$ cat src/rtl/scpu_pkg.sv
// Shared definitions for the SCPU fetch stage and its controller:
// next-PC selects, fetch FSM states and the opcode/function constants.
package scpu_pkg;

  localparam logic [1:0] BR_SEQ = 2'b00;
  localparam logic [1:0] BR_BEQ = 2'b01;
  localparam logic [1:0] BR_J   = 2'b10;
  localparam logic [1:0] BR_JR  = 2'b11;

  typedef enum logic [1:0] {
    S_RESET = 2'd0,
    S_REQ   = 2'd1,
    S_EXEC  = 2'd2
  } fetch_state_t;

  localparam logic [5:0] OP_RTYPE = 6'b000000;
  localparam logic [5:0] OP_J     = 6'b000010;
  localparam logic [5:0] OP_JAL   = 6'b000011;
  localparam logic [5:0] OP_BEQ   = 6'b000100;
  localparam logic [5:0] OP_BNE   = 6'b000101;
  localparam logic [5:0] OP_ADDI  = 6'b001000;
  localparam logic [5:0] OP_SLTI  = 6'b001010;
  localparam logic [5:0] OP_ANDI  = 6'b001100;
  localparam logic [5:0] OP_ORI   = 6'b001101;
  localparam logic [5:0] OP_XORI  = 6'b001110;
  localparam logic [5:0] OP_LUI   = 6'b001111;
  localparam logic [5:0] OP_LW    = 6'b100011;
  localparam logic [5:0] OP_SW    = 6'b101011;

  localparam logic [5:0] FUN_SLL  = 6'b000000;
  localparam logic [5:0] FUN_SRL  = 6'b000010;
  localparam logic [5:0] FUN_JR   = 6'b001000;
  localparam logic [5:0] FUN_ADD  = 6'b100000;
  localparam logic [5:0] FUN_SUB  = 6'b100010;
  localparam logic [5:0] FUN_AND  = 6'b100100;
  localparam logic [5:0] FUN_OR   = 6'b100101;
  localparam logic [5:0] FUN_XOR  = 6'b100110;
  localparam logic [5:0] FUN_NOR  = 6'b100111;
  localparam logic [5:0] FUN_SLT  = 6'b101010;

endpackage

$ cat src/rtl/scpu_next_pc.sv
// Combinational next-PC selection for the fetch stage, including the
// jr target alignment check.
module scpu_next_pc
  import scpu_pkg::*;
(
  input  logic [31:0] pc,
  input  logic [25:0] ir_low,
  input  logic [1:0]  branch,
  input  logic [31:0] rs_data,
  output logic [31:0] pc_plus4,
  output logic [31:0] next_pc,
  output logic        misalign
);

  logic [31:0] br_off;

  assign pc_plus4 = pc + 32'd4;
  assign br_off   = {{14{ir_low[15]}}, ir_low[15:0], 2'b00};

  always_comb begin
    next_pc  = pc_plus4;
    misalign = 1'b0;
    case (branch)
      BR_BEQ: next_pc = pc_plus4 + br_off;
      BR_J:   next_pc = {pc_plus4[31:28], ir_low, 2'b00};
      BR_JR: begin
        // Low bits are dropped from the target but still flagged.
        next_pc  = {rs_data[31:2], 2'b00};
        misalign = |rs_data[1:0];
      end
      default: next_pc = pc_plus4;
    endcase
  end

endmodule

$ cat src/rtl/scpu_fetch.sv
// Instruction fetch / PC sequencing for the single-cycle SCPU: one
// request/ready fetch per step, execute hold on data-side stalls.
module scpu_fetch
  import scpu_pkg::*;
#(
  parameter logic [31:0] RESET_PC = 32'h0000_0000,
  parameter int          MAX_WAIT = 16
) (
  input  logic        clk,
  input  logic        rst,
  output logic        inst_req,
  output logic [31:0] inst_addr,
  input  logic        inst_ready,
  input  logic [31:0] inst_in,
  output logic [31:0] IR,
  output logic [5:0]  OPcode,
  output logic [5:0]  Fun,
  output logic        inst_valid,
  input  logic [1:0]  Branch,
  input  logic [31:0] rs_data,
  input  logic        MIO_ready,
  input  logic        mem_access,
  output logic [31:0] PC_out,
  output logic [31:0] PC_plus4,
  output logic        retire,
  output logic        fetch_err,
  output logic        misalign
);

  localparam int CW = (MAX_WAIT > 1) ? $clog2(MAX_WAIT) : 1;
  localparam logic [CW-1:0] WAIT_LAST = CW'(MAX_WAIT - 1);

  fetch_state_t  state_reg, state_next;
  logic [31:0]   pc_reg, pc_next;
  logic [31:0]   ir_reg, ir_next;
  logic [CW-1:0] wait_cnt_reg, wait_cnt_next;
  logic          fetch_err_reg, fetch_err_next;
  logic          misalign_reg, misalign_next;

  logic [31:0]   npc;
  logic          npc_misalign;

  scpu_next_pc u_next_pc (
    .pc       (pc_reg),
    .ir_low   (ir_reg[25:0]),
    .branch   (Branch),
    .rs_data  (rs_data),
    .pc_plus4 (PC_plus4),
    .next_pc  (npc),
    .misalign (npc_misalign)
  );

  always_ff @(posedge clk) begin
    if (rst) begin
      state_reg     <= S_RESET;
      pc_reg        <= RESET_PC;
      ir_reg        <= '0;
      wait_cnt_reg  <= '0;
      fetch_err_reg <= 1'b0;
      misalign_reg  <= 1'b0;
    end else begin
      state_reg     <= state_next;
      pc_reg        <= pc_next;
      ir_reg        <= ir_next;
      wait_cnt_reg  <= wait_cnt_next;
      fetch_err_reg <= fetch_err_next;
      misalign_reg  <= misalign_next;
    end
  end

  always_comb begin
    state_next     = state_reg;
    pc_next        = pc_reg;
    ir_next        = ir_reg;
    wait_cnt_next  = wait_cnt_reg;
    fetch_err_next = fetch_err_reg;
    misalign_next  = misalign_reg;
    inst_req       = 1'b0;
    inst_valid     = 1'b0;
    retire         = 1'b0;
    case (state_reg)
      S_RESET: state_next = S_REQ;
      S_REQ: begin
        inst_req = 1'b1;
        if (inst_ready) begin
          ir_next       = inst_in;
          wait_cnt_next = '0;
          state_next    = S_EXEC;
        end else if (wait_cnt_reg == WAIT_LAST) begin
          // Counter parks at the limit; the request stays up after the timeout.
          fetch_err_next = 1'b1;
        end else begin
          wait_cnt_next = wait_cnt_reg + 1'b1;
        end
      end
      S_EXEC: begin
        inst_valid = 1'b1;
        if (!(mem_access && !MIO_ready)) begin
          pc_next    = npc;
          retire     = 1'b1;
          state_next = S_REQ;
          if (npc_misalign) misalign_next = 1'b1;
        end
      end
      default: state_next = S_RESET;
    endcase
  end

  assign inst_addr = pc_reg;
  assign PC_out    = pc_reg;
  assign IR        = ir_reg;
  assign OPcode    = ir_reg[31:26];
  assign Fun       = ir_reg[5:0];
  assign fetch_err = fetch_err_reg;
  assign misalign  = misalign_reg;

endmodule
$ cat config.mk
export PLATFORM = sky130hd
export DESIGN_NAME = scpu_fetch
export DESIGN_NICKNAME = d
export VERILOG_FILES = /design/src/rtl/scpu_pkg.sv /design/src/rtl/scpu_next_pc.sv /design/src/rtl/scpu_fetch.sv
export SDC_FILE = /design/constraint.sdc
export NUM_CORES = 1
export LEC_CHECK = 0
export CAP_MARGIN = 20
export CELL_PAD_IN_SITES_DETAIL_PLACEMENT = 0
export CELL_PAD_IN_SITES_GLOBAL_PLACEMENT = 2
export CORE_MARGIN = 8
export CORE_UTILIZATION = 25
export DETAILED_ROUTE_END_ITERATION = 10
export PLACE_DENSITY_LB_ADDON = 0.1
export SLEW_MARGIN = 20
export SYNTH_ARGS = -nofsm -noshare
export SYNTH_HDL_FRONTEND = slang
export SYNTH_SLANG_ARGS = --single-unit
$ cat constraint.sdc
create_clock -name clk -period 4.5 [get_ports clk]
set_input_delay 0.45 -clock clk [delete_from_list [all_inputs] [get_ports clk]]
set_output_delay 0.45 -clock clk [all_outputs]
set_load 0.05 [all_outputs]
Yosys cells after proc, flatten, opt, wreduce, memory -nomap -nowiden

Index checks and enable logic that the tools add are counted.

Flip-flop bits (word level): 72
Output and inout port bits: 145

$add $sub $neg: 3
Eq/ne operators: 9
Multiplexer cells: 11
Bitwise gates (word level): 2
Reduce and logical (&&, ||, !) cells: 10

Operators with widths:

| kind                  | number |
|---|---|
| $pmux 32 s3           | 1 |
| $add 32x3->32 const B | 1 |
| $add 32x32->32        | 1 |
| $mux 4                | 2 |
| $reduce_and 2->1      | 4 |
| $eq 2x2->1 const B    | 3 |
| $ne 2x2->1 const B    | 3 |
| $pmux 2 s3            | 1 |
| $reduce_and 3->1      | 2 |
| $mux 1                | 5 |
| $add 4x1->4 const B   | 1 |
| $eq 2x1->1 const B    | 2 |
| $eq 4x4->1 const B    | 1 |
| $mux 2                | 2 |
| $logic_not 2->1       | 1 |
| $not 1->1             | 2 |
| $reduce_or 2->1       | 1 |
| $logic_and 1x1->1     | 1 |
| $logic_not 1->1       | 1 |

Longest topological paths before layout

Gate-level depths: netlist of run 1.

Depth after elaboration: 4
Gate-level depth with buffers: 17

By module

Synthesis of run 1 repeated with hierarchy kept, for this count alone.

Cell total of the unflattened synthesis: 769
Area total of the unflattened synthesis: 6120.9 um2

By module, submodules not included:

| module       | instances | cells each | area an instance (um2) |
|---|---|---|---|
| scpu_next_pc | 1         | 396        | 3080.5 |
| scpu_fetch   | 1         | 373        | 3040.4 |

Least setup slack after synthesis of run 1

No wires, ideal clock.

Path kind: flip-flop to flip-flop
Start point: register pc_reg[2] (netlist: PC_out[2])
End point: register pc_reg[26] (netlist: PC_out[26])
Library setup time: 0.117 ns
Arrival: 4.935 ns
Data required time: 4.383 ns
Slack: -0.552 ns
Stages on the path, launching flop included: 16
Period minus slack after synthesis: 5.052 ns
Cells stage by stage: dfxtp_1 > ha_1 > nand3_1 > nor2_1 > and4_2 > nand3_1 > xnor2_1 > ha_1 > clkbuf_1 > and4_1 > nand3_1 > o311a_1 > o31ai_1 > xor2_1 > mux4_2 > a22o_1

Word-level cells in the longest chain between the ends: 3

RTL lines:

| element                  | line               | RTL |
|---|---|---|
| start: declaration       | scpu_fetch.sv:34   | `logic [31:0] pc_reg, pc_next;` |
| start signal: assignment | scpu_fetch.sv:63   | `pc_reg <= pc_next;` |
| $add 32x3->32            | scpu_next_pc.sv:17 | `assign pc_plus4 = pc + 32'd4;` |
| via PC_plus4[14]         | scpu_fetch.sv:24   | `output logic [31:0] PC_plus4,` |
| $add 32x32->32           | scpu_next_pc.sv:24 | `BR_BEQ: next_pc = pc_plus4 + br_off;` |
| $pmux 32 s3              | scpu_next_pc.sv:23 | `case (branch)` |

The timed path passes the listed nets, and every way through them passes these cells.
A chain may end at the register's enable or synchronous reset.

Final worst setup path of run 1

Start point: register pc_reg[9] (netlist: PC_out[9])
End point: register pc_reg[26] (netlist: PC_out[26])

Word-level cells in the longest chain between the ends: 3

RTL lines:

| element           | line |
|---|---|
| $add 32x3->32 (*) | scpu_next_pc.sv:17 |
| $add 32x32->32    | scpu_next_pc.sv:24 |
| $pmux 32 s3 (*)   | scpu_next_pc.sv:23 |

Mark *: on every way between the ends. The rest lies on a longest branch, timed or not.

==> flow_summary.toml, run 1 <==
[critical_path]
start_kind = "flop"
endpoint_kind = "flop"
path_class = "reg2reg"
crit_required_ns = 4.75
cp.arrival_ns = 4.48
critPathMaxFanout = 9

[clock_tree]
clockRootBuffer = "clkbuf_16"
clk_pin_slew_ns = 0.07
cts_tree = "done"
post_cts_buffers = 0
worstSkewPairLatency_ns = 0.35
cts_sinks = 70
clock_path_buffers = 2
cts_buffers = 9
h-tree-depth = 3

[timing]
tns_ns = 0
finalCriticalPeriod_ns = 4.23
hold_ws_ns = 0.472
slew_violations = 0
setup_violations = 0
slew_headroom_pct = 47.4
fmax_mhz = 236
skew_ns = 0.00788
setup_ws_ns = 0.267
tightestPinTransition_ns = 0.787
post-route-period-util_pct = 94.1
rsz0062_at_grt = "false"
finalHoldViolCount = 0

[cells_and_area]
largest_reg_flops = 32
layout_commonest_cell = "clkdlybuf4s50_1"
fin_nets = 1046
syn2layout_area_growth_pct = 44.3
final_core_util_pct = 36.5
drive_gt1_share_pct = 8.69
mostFrequentLayoutCells = "clkdlybuf4s50_1 (204), nand2_1 (130), a21oi_1 (86)"

[routing]
routed_wl_mm = 26.8
vias = 6301
route.detailed.drc = 0
via_per_inst = 4.98
drtPass1Iterations = 5
wl_per_cell_um = 21.2
drt-initial-drc-count = 320
final_antenna_net_count = 0

[outcome]
outcome = "finished clean"

[yosys]
ys_types = 64
synth_seq_cells = 70
syn_inst = 782
synth_ff_type = "dfxtp_1"
yosysWarnings = 0
avgSynthCellArea_sq_um = 7.54
netlist_area_sq_um = 5900
seq_area_frac_synth_pct = 23.8
synthArstFlopShare_pct = 0
synth_edf_count = 0

[power_and_ir_drop]
p_leak_nw = 3.42
peakVddDrop_mv = 0.145
power.density_nw_per_um2 = 234

[global_route]
grt_max_degree = 40
overflow = 0
grt_pass1_vias = 6532
antenna_found_initial = 1
grt_pass1_wl_mm = 39.8
grt.total_usage_pct = 18.3

[floorplanning]
die_area_sq_um = 28800
start_util_pct = 25.3
rows = 56
ios = 216
die_h_um = 170
fp.coreArea_sq_um = 23300
die_x_um = 170

[placed_design]
post-place-ws_ns = 0.0994
port_buffers = 209
hpwlAfterDp_mm = 20.6
place.gp.congestion = 0.853

[min_path]
hold_class = "reg2reg"

[run]
maxCapViolCount = 0
==> path summary, 6_finish.rpt <==
kind,endpoint,cells after the start,slack (ns),startpoint
worst max-delay path,PC_out[26],13,0.27,PC_out[9]
worst min-delay path,misalign,2,0.47,misalign
worst max register to register,PC_out[26],13,0.27,PC_out[9]
worst min register to register,misalign,2,0.47,misalign
==> what timing repair did <==
| action | CTS | global route |
|---|---|---|
| hold buffers | 0 | 0 |
| gates resized for setup | 1 | 4 |
| endpoints found under the setup margin | 1 | 5 |
==> Yosys cell counts (16+ instances only) <==
cell type | instances | area share, %
clkbuf_1 | 35 | 2.2
nand2_1 | 130 | 8.3
inv_1 | 21 | 1.3
xnor2_1 | 28 | 4.2
nor2_1 | 48 | 3.1
nand3_1 | 26 | 2.2
xor2_1 | 21 | 3.1
dfxtp_1 | 70 | 24
a31oi_1 | 16 | 1.7
o21ai_0 | 29 | 2.5
buf_4 | 48 | 6.1
mux2i_1 | 16 | 2.7
ha_1 | 35 | 7.4
a21oi_1 | 86 | 7.3
==> critical path, stage by stage (launching register included) <==
cell     delay, ns
dfxtp_1       0.50
nand4_2       0.18
or3_4         0.43
nor2_1        0.24
nand2_1       0.18
xnor2_4       0.18
ha_1          0.41
and4_1        0.27
nand3_1       0.11
o311a_1       0.44
o31ai_2       0.38
xor2_1        0.13
mux4_2        0.46
a22o_1        0.20
==> power breakdown <==
group          switching, mW  leakage, nW  internal [mW]  total [mW]
Sequential            0.0284        0.569          0.639       0.668
Clock                  0.344        0.159          0.495       0.839
Combinational          0.301         2.69          0.184       0.485
Total                  0.673         3.42           1.32        1.99
==> layer usage <==
layer	global-route usage, %	vias up	wire, um
met4	3.96	0	380
li1	-	3062	-
met1	23.0	3018	12200
met5	0	-	0
met2	30.7	203	12600
met3	4.82	18	1630
==> cell type report <==
type                    count  area, sq um
flip-flops and latches     70         1400
fillers                  2453        14800
repair buffers            230         2240
well taps                 319          399
clock buffers               9          225
diodes                      1         2.50
multi-input cells         607         4050
inverters                  21         78.8
clock inverters             7          105
==> stage by stage <==
stage                     power [mW]  instances  instance area, sq um
after global placement          1.17       1247                  8170
after global routing            2.08       1263                  8510
after CTS                       2.03       1263                  8500
after floorplan                0.980        787                  6040
final                           1.99       1264                  8510
after detailed placement        1.17       1247                  8170
==> logic make-up (layout without fill, tap and decap cells) <==
family	Yosys count	after routing	share of synthesized area, %
simple gates	276	276	21.6
compound gates	212	212	22.5
buf+inv	110	267	10.1
flops	70	70	23.8
xor+xnor	49	49	7.27
fa+ha+maj	36	36	7.76
mux	28	28	6.91
other cells	1	7	0.0636
Power figures use the tool's default switching activity.
==> inputs of run 2 (changes only) <==
Settings changed: SKIP_LAST_GASP set to 1, SLEW_MARGIN 20 to not set.
==> results of run 2 <==
No change in the layout: final DEF, timing and power equal those of run 1.
==> inputs of run 3 (changes only) <==
Clock period 4.5 ns to 3.95 ns, I/O delays scaled along.
==> run 3 against run 2 <==
Net effect:
- sequential cell count did not move
- die area did not move
- clock power rose by 2.6%
- first-iteration DRC count rose by 14%
- sequential power rose by 13%
- largest cell class unchanged
==> flow_summary.toml, run 3 (synthesis results as in run 1) <==
[power_and_ir_drop]
peakVddDrop_mv = 0.207
switching_share_pct = 35.1
p_clk_share_pct = 39.5
p_comb_share_pct = 26.0
power_mw = 2.18
seq_power_share_pct = 34.6
p_leak_nw = 3.53
p_int_mw = 1.42
power.density_nw_per_um2 = 246
p_switching_mw = 0.765

[timing]
setup_ws_ns = 0.177
finalCriticalPeriod_ns = 3.77
post-route-period-util_pct = 95.5
skew_ns = 0.00793
fmax_mhz = 265
slew_violations = 0
tightestPinTransition_ns = 1.01
setup_violations = 0
slew_headroom_pct = 32.4
finalHoldViolCount = 0
hold_ws_ns = 0.469

[cells_and_area]
largest_reg_flops = 32
postLayoutCellArea_sq_um = 8860
final_core_util_pct = 38.0
layout_commonest_cell = "clkdlybuf4s50_1"
num_antenna_cells = 0
drive_gt1_share_pct = 15.0
mostFrequentLayoutCells = "clkdlybuf4s50_1 (203), nand2_1 (130), a21oi_1 (85)"
syn2layout_area_growth_pct = 50.1
fin_nets = 1066
filler_cell_count = 2409

[global_route]
grt_pass1_wl_mm = 39.4
overflow = 0
grt_pass1_vias = 6405
grt_max_degree = 41
antenna_found_initial = 0
grt.total_usage_pct = 17.9

[min_path]
hold_class = "reg2reg"

[routing]
via_per_inst = 5.01
vias = 6427
route.detailed.drc = 0
routed_wl_mm = 26.7
drtPass1Iterations = 5
final_antenna_net_count = 0
wl_per_cell_um = 20.8
drt-initial-drc-count = 365

[placed_design]
place.gp.congestion = 0.869
port_buffers = 209
placed_cell_area_sq_um = 8460
post-place-ws_ns = -0.00207
hpwlAfterDp_mm = 20.4

[critical_path]
critPathMaxFanout = 6
path_class = "reg2reg"
crit_required_ns = 4.20
cp.arrival_ns = 4.02
endpoint_kind = "flop"
start_kind = "flop"

[clock_tree]
clock_path_buffers = 2
cts_buffers = 9
cts_tree = "done"
h-tree-depth = 3
clk_pin_slew_ns = 0.07
cts_sinks = 70
postCtsHoldBufs = 0
clockRootBuffer = "clkbuf_16"
worstSkewPairLatency_ns = 0.35

[floorplanning]
rows = 56
die_x_um = 170
die_h_um = 170
ios = 216
fp.coreArea_sq_um = 23300
start_util_pct = 25.3
die_area_sq_um = 28800

[run]
maxCapViolCount = 0

[outcome]
outcome = "finished clean"
## run 3: cell count changes in the layout (fill, tap and decap cells not counted), moves of 4 or more
cell	before	now
buf_4	21	44
dfxtp_1	68	52
dfxtp_2	2	10
dfxtp_4	0	8
nand3_1	26	21
nand3_2	0	4
xnor2_1	20	16
## run 3: critical path, cell delays in order (launching register included)
cell and delay, ns:
dfxtp_4 0.41, nand4_2 0.14, or3_4 0.42, or4_4 0.58, inv_1 0.10, nand2_1 0.14, xnor2_4 0.25, ha_4 0.24
or2_2 0.32, o41ai_2 0.08, o31ai_4 0.15, xor2_1 0.17, mux4_2 0.45, a22o_1 0.20
## run 3: per-layer routing
metal,track usage [%],routed length [um]
met5,0,0
met3,4.12,1610
met1,22.5,12100
met4,5.12,389
met2,30.2,12700
## run 3: worst paths after layout
path | slack, ns | from | cells after the start | to
worst max-delay path | 0.18 | PC_out[11] | 13 | PC_out[26]
worst min-delay path | 0.47 | IR[19] | 2 | IR[19]
worst min register to register | 0.47 | IR[19] | 2 | IR[19]
worst max register to register | 0.18 | PC_out[11] | 13 | PC_out[26]
## run 3: through the flow
| step | setup TNS [ns] | std cells |
|---|---|---|
| after floorplan | 0 | 787 |
| after global placement | 0 | 1263 |
| after detailed placement | -0.00207 | 1263 |
| after CTS | 0 | 1279 |
| after global routing | -0.00113 | 1283 |
| final | 0 | 1283 |
## run 3: what timing repair did
item | CTS | global route
cloned | 0 | 0
buffers inserted | 0 | 4
resized for setup | 2 | 13
hold endpoints to repair | 0 | 0
endpoints found under the setup margin | 1 | 8
pin swaps | 0 | 6
## run 3: power groups by stage
| stage | Combinational, mW | Sequential, mW | Clock (mW) |
|---|---|---|---|
| floorplan | 0.282 | 0.836 | 0 |
| CTS | 0.570 | 0.755 | 0.900 |
| detailed placement | 0.567 | 0.771 | 0 |
| global placement | 0.569 | 0.770 | 0 |
| finish | 0.567 | 0.754 | 0.861 |
| global route | 0.601 | 0.759 | 0.917 |
## run 3: cell type report
type	count	area, sq um	area share, %
inverters	21	78.8	0.890
multi-input cells	607	4260	48.1
clock inverters	6	50.0	0.565
repair buffers	250	2380	26.8
flip-flops and latches	70	1440	16.3
well taps	319	399	4.51
clock buffers	10	250	2.83
